===== config.mk =====
export PLATFORM = sky130hd
export DESIGN_NAME = regsel_pipe
export DESIGN_NICKNAME = d
export VERILOG_FILES = /design/src/rtl/regsel_pipe.sv
export SDC_FILE = /design/constraint.sdc
export NUM_CORES = 1
export LEC_CHECK = 0
export CAP_MARGIN = 30
export CORE_MARGIN = 4
export CORE_UTILIZATION = 35
export DETAILED_ROUTE_END_ITERATION = 8
export GPL_TIMING_DRIVEN = 0
export PLACE_DENSITY = 0.69
export SLEW_MARGIN = 20
export SYNTH_ARGS = -nofsm -noshare
export SYNTH_HDL_FRONTEND = slang
export SYNTH_SLANG_ARGS = --single-unit

===== constraint.sdc =====
create_clock -name clock -period 1.6 [get_ports clock]
set_clock_uncertainty 0.15 [all_clocks]
set_input_delay 0.16 -clock clock [delete_from_list [all_inputs] [get_ports clock]]
set_output_delay 0.16 -clock clock [all_outputs]
set_load 0.01 [all_outputs]

===== src/rtl/regsel_pipe.sv =====
// Register-select pipeline: registered one-hot active-low OE/load enables with a sequential OE burst.
// Define REGSEL_CONFLICT_CHECK_EN to add the registered OE/load collision output.
module regsel_pipe #(
  parameter int unsigned NREGS = 8,
  parameter int unsigned NOPS  = 3,
  localparam int unsigned AW = $clog2(NREGS),
  localparam int unsigned SW = $clog2(NOPS + 1)
) (
  input  logic                 clock,
  input  logic                 notReset,
  input  logic                 opLatch,
  input  logic [NOPS*AW-1:0]   op,
  input  logic                 oe,
  input  logic                 load,
  input  logic [SW-1:0]        oeSourceSel,
  input  logic [SW-1:0]        loadSourceSel,
  input  logic [AW-1:0]        useqRegSelOE,
  input  logic [AW-1:0]        useqRegSelLoad,
  input  logic                 burstStart,
  input  logic [AW-1:0]        burstFirst,
  input  logic [AW-1:0]        burstLast,
  output logic                 burstBusy,
  output logic                 burstDone,
  output logic [NREGS-1:0]     regNotOEs,
  output logic [NREGS-1:0]     regNotLoads
`ifdef REGSEL_CONFLICT_CHECK_EN
  ,
  output logic                 conflict
`endif
);

  typedef enum logic {StIdle, StBurst} state_e;

  state_e             state_q, state_d;
  logic [AW-1:0]      idx_q, idx_d;
  logic [AW-1:0]      last_q, last_d;
  logic [NOPS*AW-1:0] op_q;
  logic [NREGS-1:0]   oes_d, loads_d;
  logic               busy_d, done_d;

  // Source 0 is the microcode index, k picks latched operand field k-1, anything above NOPS is off.
  function automatic logic [NREGS-1:0] decode_n(input logic en, input logic [SW-1:0] sel,
                                                input logic [AW-1:0] useq,
                                                input logic [NOPS*AW-1:0] ops);
    logic [AW-1:0] idx;
    decode_n = '1;
    idx = useq;
    for (int unsigned k = 1; k <= NOPS; k++) begin
      if (32'(sel) == k) idx = ops[(k-1)*AW +: AW];
    end
    if (en && (32'(sel) <= NOPS)) decode_n[idx] = 1'b0;
  endfunction

  always_comb begin
    state_d = state_q;
    idx_d   = idx_q;
    last_d  = last_q;
    busy_d  = 1'b0;
    done_d  = 1'b0;
    oes_d   = decode_n(oe, oeSourceSel, useqRegSelOE, op_q);
    loads_d = decode_n(load, loadSourceSel, useqRegSelLoad, op_q);
    unique case (state_q)
      StIdle: begin
        if (burstStart) begin
          state_d = StBurst;
          idx_d   = burstFirst;
          last_d  = burstLast;
          busy_d  = 1'b1;
          done_d  = (burstFirst == burstLast);
          oes_d   = '1;
          oes_d[burstFirst] = 1'b0;
        end
      end
      StBurst: begin
        // idx_q is the index currently on the outputs; reaching last ends the burst.
        if (idx_q == last_q) begin
          state_d = StIdle;
        end else begin
          idx_d  = idx_q + AW'(1);
          busy_d = 1'b1;
          done_d = (idx_d == last_q);
          oes_d  = '1;
          oes_d[idx_d] = 1'b0;
        end
      end
      default: state_d = StIdle;
    endcase
  end

  always_ff @(posedge clock or negedge notReset) begin
    if (!notReset) begin
      state_q     <= StIdle;
      idx_q       <= '0;
      last_q      <= '0;
      op_q        <= '0;
      regNotOEs   <= '1;
      regNotLoads <= '1;
      burstBusy   <= 1'b0;
      burstDone   <= 1'b0;
    end else begin
      state_q     <= state_d;
      idx_q       <= idx_d;
      last_q      <= last_d;
      if (opLatch) op_q <= op;
      regNotOEs   <= oes_d;
      regNotLoads <= loads_d;
      burstBusy   <= busy_d;
      burstDone   <= done_d;
    end
  end

`ifdef REGSEL_CONFLICT_CHECK_EN
  always_ff @(posedge clock or negedge notReset) begin
    if (!notReset) conflict <= 1'b0;
    else           conflict <= |(~oes_d & ~loads_d);
  end
`endif

endmodule


Yosys cells after proc, flatten, opt, wreduce, memory -nomap -nowiden
Index checks and enable logic that the tools add are counted.
{"block": "classes", "n_addsub": 1, "n_eq_ne": 11, "bitwise": 5, "magnitude_cmp": 8, "n_reduce_logical": 6, "mux": 28}
{"op": "8-bit two-way mux", "count": 4}
{"op": "8-bit NOT", "count": 4}
{"op": "3-bit two-way mux", "count": 8}
{"op": "3-bit by 4-bit < comparator with 1-bit output, second input constant", "count": 4}
{"op": "8-bit one-hot mux with 2 select lines", "count": 1}
{"op": "1-bit demux with 3-bit select", "count": 4}
{"op": "3-bit by 1-bit greater-or-equal comparator with 1-bit output, second input constant", "count": 4}
{"op": "3-bit == test", "count": 3}
{"op": "2-bit == test, second input constant", "count": 4}
{"op": "1-bit two-way mux", "count": 8}
{"op": "3-bit one-hot mux with 2 select lines", "count": 1}
{"op": "2-bit by 1-bit == test with 1-bit output, second input constant", "count": 2}
{"op": "1-bit logical AND", "count": 4}
{"op": "2-bit inequality test, second input constant", "count": 2}
{"op": "1-bit one-hot mux with 2 select lines", "count": 2}
{"op": "2-bit AND reduction", "count": 2}
{"op": "3-bit by 1-bit adder with 3-bit output, second input constant", "count": 1}
{"op": "1-bit NOT", "count": 1}
{"block": "totals", "in_bits": 31, "ff_bits": 33, "word_cells": 66, "out_inout_bits": 18}

Logic depth before layout (Yosys ltp)
{"block": "depth", "word_depth": 12, "depth_mapped": 6, "mapped_depth_nobuf": 4}

Worst setup path before layout
No wires, ideal clock.
{"block": "synth_path", "path_kind": "reg2reg", "from": "register idx_q[0]", "to": "register idx_q[1]", "arrival_time_ps": 1336, "synth_period_minus_slack_ps": 1604, "stages_incl_launch_ff": 7, "path_slack_ps": -4, "n_path_buf": 2, "required_time_ps": 1331, "setup_ps": 119, "cell_sequence": "dfrtp_1 -> buf_2 -> xor2_1 -> o31ai_4 -> buf_6 -> nand2_1 -> o21a_1"}
{"block": "synth_between", "elab_chain_len": 3, "word_cells_on_any_way": 6, "classes_between": "1 x add/sub; 2 x eq/ne; 2 x mux; 1 x reduce/logical"}
{"item": "from (decl)", "line": "35", "source": "logic [AW-1:0] idx_q, idx_d;"}
{"item": "from (signal assigned)", "line": "102", "source": "idx_q <= idx_d;"}
{"item": "3-bit by 1-bit adder with 3-bit output / 3-bit == test (equally long branches)", "line": "79, 76"}
{"item": "3-bit two-way mux / 2-bit inequality test (equally long branches)"}
{"item": "3-bit one-hot mux with 2 select lines / 2-bit AND reduction (equally long branches)"}
Several ways; a longest one is shown, not always the timed one. The select of a mux whose other input is x is not followed.
A chain may end at the register's enable or synchronous reset.

Worst setup path in the final report
{"block": "layout_path", "from": "register idx_q[0]", "to": "register burstDone"}
{"block": "layout_between", "elab_chain_len": 4, "word_cells_on_any_way": 5, "classes_between": "1 x add/sub; 2 x eq/ne; 2 x mux"}
{"item": "3-bit by 1-bit adder with 3-bit output", "line": "79", "source": "idx_d = idx_q + AW'(1);"}
{"item": "3-bit == test", "line": "81", "source": "done_d = (idx_d == last_q);"}
{"item": "1-bit two-way mux (*)", "line": "76", "source": "if (idx_q == last_q) begin"}
{"item": "1-bit one-hot mux with 2 select lines (*)", "line": "62", "source": "unique case (state_q)"}
{"item": "net done_d", "line": "39", "source": "logic busy_d, done_d;"}
{"item": "to (signal assigned)", "line": "108", "source": "burstDone <= done_d;"}
{"item": "to (decl)", "line": "23", "source": "output logic burstDone,"}
Mark *: on every way through the listed nets, which the timed path passes. The rest lies on a longest branch.

==> qor.log <==
INFO  timing         fmax=606MHz
INFO  detailed_routing detailedRoute.firstIterationViolations=26
INFO  worst_setup_path path_class=reg -> reg
INFO  synth          post_synth_instance_area=1720um^2
INFO  floorplan      dieArea=6090um^2
INFO  power          cell_internal_pwr=2.55mW
INFO  global_route   grt_overflow=0
INFO  floorplan      core_area=4720um^2
INFO  detailed_routing avgViaCountPerCell=4.68
INFO  worst_setup_path critical_path.top_delay_family=adder cells
INFO  power          finalPower=4.05mW
INFO  power          switching_share=36.9%
INFO  worst_setup_path worst-endpoint-required=1.62ns
INFO  global_route   grt_max_degree=34
INFO  power          p_sw=1.50mW
INFO  place          placed_instances=265
INFO  power          share_of_power_burned_in_the_clock_network=14.4%
INFO  timing         final_hold_vios=0
INFO  detailed_routing route.detailed.drc=0
INFO  synth          yosysWarnings=0
INFO  timing         period_minus_slack=1.65ns
INFO  hold_path      timing.hold.worst_endpoint=idx_q[0]
INFO  timing         setup_violations=7
INFO  timing         finalCritPeriodShare=103%
INFO  global_route   groute.usage.overall=13.2%
INFO  hold_path      min-delay-start=burstFirst[0]
INFO  worst_setup_path startpoint_of_the_worst_slack_reg_to_reg_timing_path=idx_q[0]
INFO  run_status     failing_checks=negative setup slack
INFO  power          peakVddDrop=0.613mV
INFO  synth          syn_area_per_cell=11.2um^2
INFO  synth          synth_cells=153
INFO  finish         final_core_util=53.1%
INFO  synth          synth_cell_type_count=36
INFO  detailed_routing routed_wire_length_per_instance=13.6um
INFO  hold_path      min_delay_path_depth=3
INFO  worst_setup_path cpPeakStageDelay=0.42ns
INFO  timing         timing.hold.ws=0.183ns
INFO  synth          synth.net_count=185
INFO  timing         finalWorstSetupSlack=-0.0512ns
INFO  global_route   vias_in_the_first_global_route=1333
INFO  global_route   grt_first_pass_wirelength=6200um
INFO  power          power.share.combinational=54.1%
INFO  worst_setup_path worst-r2r-cell-count=4
INFO  worst_setup_path path_cells=ha_1 > xnor2_1 > and2_1 > a31o_2
INFO  worst_setup_path timing.critical_path.fanout_max=7
INFO  worst_setup_path cp_data_arrival_time=1.67ns
INFO  power          leakage=0.991nW
INFO  timing         max_slew_margin=54.4%
INFO  worst_setup_path worst_setup_path_end_kind=flop
INFO  clocking       cts-root-to-sink-buffers=2
INFO  worst_setup_path worst_setup_path_start_kind=flop
INFO  worst_setup_path rr_endpoint=burstDone
INFO  synth          yosys_register_bits=33
INFO  timing         timing_max_transition_violations_final=0
INFO  timing         worst-slew-pin-transition=0.684ns
INFO  worst_setup_path timing.critical_path.buf_inv=0
INFO  clocking       tritoncts=yes
INFO  detailed_routing firstDrtPassIters=4
INFO  finish         syn2layout_area_growth=46.3%
INFO  detailed_routing detail-route-antenna-nets=0
INFO  detailed_routing totalWireLength=3940um
INFO  clocking       cts_buffers=5
INFO  clocking       htreeDepth=2
INFO  floorplan      die_w=78.0um
INFO  synth          synth_sequential_area_ratio=49.3%
INFO  global_route   antenna_found_initial=0
INFO  place          portBuffers=45
INFO  place          detailedPlacementHpwl=2740um
INFO  floorplan      row_count=25
INFO  finish         nets=253
INFO  worst_setup_path setup.reg_to_reg.worst_slack=-0.05ns
INFO  detailed_routing detailroute.via_count=1352
INFO  floorplan      die_h=78.0um
INFO  run_status     status=complete, but fails checks
INFO  power          share_seq_of_total_power=31.5%
INFO  finish         final-instance-count-excl-fill=289
INFO  floorplan      ioPinCount=49
INFO  power          power_density=1610nW/um^2
INFO  timing         unrepaired_setup_endpoints_after_global_routing=true
INFO  clocking       clk_pin_slew_worst_paths=0.06ns
INFO  clocking       ctsRootBufferMaster=clkbuf_8
INFO  clocking       worst_skew_late_latency=0.28ns
INFO  worst_setup_path critical-path-slowest-cell=ha_1
INFO  floorplan      floorplan.initialDensity=36.3%
INFO  flow_run       cap_viol_max_count=0
INFO  finish         antenna-diode-count=0
INFO  clocking       cts.sink_count=33
INFO  hold_path      worstHoldPathType=in -> reg
INFO  finish         layout-drive-gt1-share=34.2%
INFO  place          routabilityCongestion=0.920
through the flow:
| stage | instance area [um^2] | worst slack (ns) | setup TNS, ns |
|---|---|---|---|
| after floorplan | 1720 | 0.00896 | 0 |
| after global placement | 2250 | -0.432 | -12.68 |
| after detailed placement | 2240 | -0.443 | -4.88 |
| after CTS | 2420 | -0.0390 | -0.256 |
| after global routing | 2510 | -0.111 | -0.839 |
| final | 2510 | -0.0512 | -0.125 |
placed cells by master, fill, tap and decap left out, types with 2 or more instances in the layout:
master	count
clkbuf_8	5
o22ai_1	2
o21a_1	2
nand2_1	24
nor3_1	2
clkbuf_1	4
xor2_1	5
dlygate4sd2_1	18
o21ai_1	5
clkdlybuf4s50_1	26
mux2_2	9
dfrtp_2	2
dfrtp_1	15
nand3_1	4
nand2b_4	2
and2_1	3
dfstp_2	16
clkinv_2	2
nor2_1	11
nor2b_1	5
xnor2_1	3
mux4_2	6
buf_4	15
o211ai_1	5
nand2b_1	3
buf_6	4
cell usage after synthesis (all sizes together):
cell type / instances / area (um^2)
nand2: 25 / 93.8
dfrtp: 17 / 425
dfstp: 16 / 420
nor2: 11 / 41.3
mux2: 9 / 101
xor2: 7 / 61.3
mux4: 6 / 135
nor2b: 6 / 37.5
o211ai: 6 / 50.1
o21ai: 6 / 30.0
clkbuf: 5 / 21.3
nand2b: 5 / 31.3
nand3: 5 / 25.0
buf: 4 / 26.3
and2: 3 / 18.8
xnor2: 3 / 26.3
nor3: 2 / 10.0
o21a: 2 / 15.0
o22ai: 2 / 12.5
o31ai: 2 / 28.8
a211oi: 1 / 12.5
a31o: 1 / 8.76
ha: 1 / 12.5
inv: 1 / 3.75
nand3b: 1 / 20.0
nor3b: 1 / 7.51
nor4: 1 / 6.26
o221ai: 1 / 8.76
o22a: 1 / 8.76
o41ai: 1 / 8.76
or2: 1 / 6.26
power groups by stage:
stage / combinational, mW / sequential (mW) / clock [mW]
floorplan: 1.22 / 1.32 / 0
global placement: 1.83 / 1.27 / 0
detailed placement: 1.84 / 1.28 / 0
CTS: 2.01 / 1.29 / 0.603
global route: 2.38 / 1.31 / 0.641
finish: 2.19 / 1.28 / 0.581
worst min-delay path, cell delays in order:
cell and delay [ns]:
clkbuf_1 0.20, nand2_1 0.11, o211ai_1 0.08
cells by family (layout without fill, tap and decap cells):
| kind of cell | Yosys count | after routing | share of synthesized area (%) |
|---|---|---|---|
| simple gates | 61 | 61 | 17.4 |
| flops | 33 | 33 | 49.3 |
| fa+ha+maj | 1 | 1 | 0.729 |
| compound gates | 23 | 23 | 10.7 |
| buf+inv | 10 | 79 | 2.99 |
| mux | 15 | 15 | 13.8 |
| xor+xnor | 10 | 10 | 5.11 |
repair_timing:
item / CTS / global route
buffers inserted: 8 / 7
resized for setup: 32 / 9
hold buffers: 1 / 0
gates cloned: 1 / 0
endpoints found under the setup margin: 29 / 16
pin swaps: 1 / 7
hold endpoints to repair: 17 / 0
registers in the layout (all words and copies together) (netlist names):
name         count
burstDone        1
last_q           3
op_q             9
state_q          1
regNotLoads      8
idx_q            3
regNotOEs        8
layer usage:
| metal | track usage, % | up-vias | wire length [um] |
|---|---|---|---|
| met1 | 15.6 | 645 | 1600 |
| met2 | 22.7 | 34 | 2130 |
| met3 | 4.36 | 5 | 167 |
| met4 | 4.20 | 0 | 41 |
| li1 | - | 668 | - |
| met5 | 0 | - | 0 |
layout make-up:
cell class	count	area, um^2
timing repair buffer	62	561
inverter	1	3.75
sequential	33	848
clock buffer	6	72.6
clock inverter	2	10.0
fill	424	2210
multi-input combinational	110	877
buffer	8	53.8
tap	67	83.8
worst max-delay path by stage:
stage	to	startpoint	slack, ns	depth (start not counted)
global placement	regNotOEs[5]	oeSourceSel[1]	-0.43	5
floorplan	idx_q[1]	idx_q[2]	0.009	6
CTS	regNotOEs[5]	idx_q[0]	-0.04	7
finish	burstDone	idx_q[0]	-0.05	4
global route	burstDone	idx_q[0]	-0.11	4
detailed placement	regNotOEs[5]	oeSourceSel[1]	-0.44	5
(Power assumes the default switching activity.)
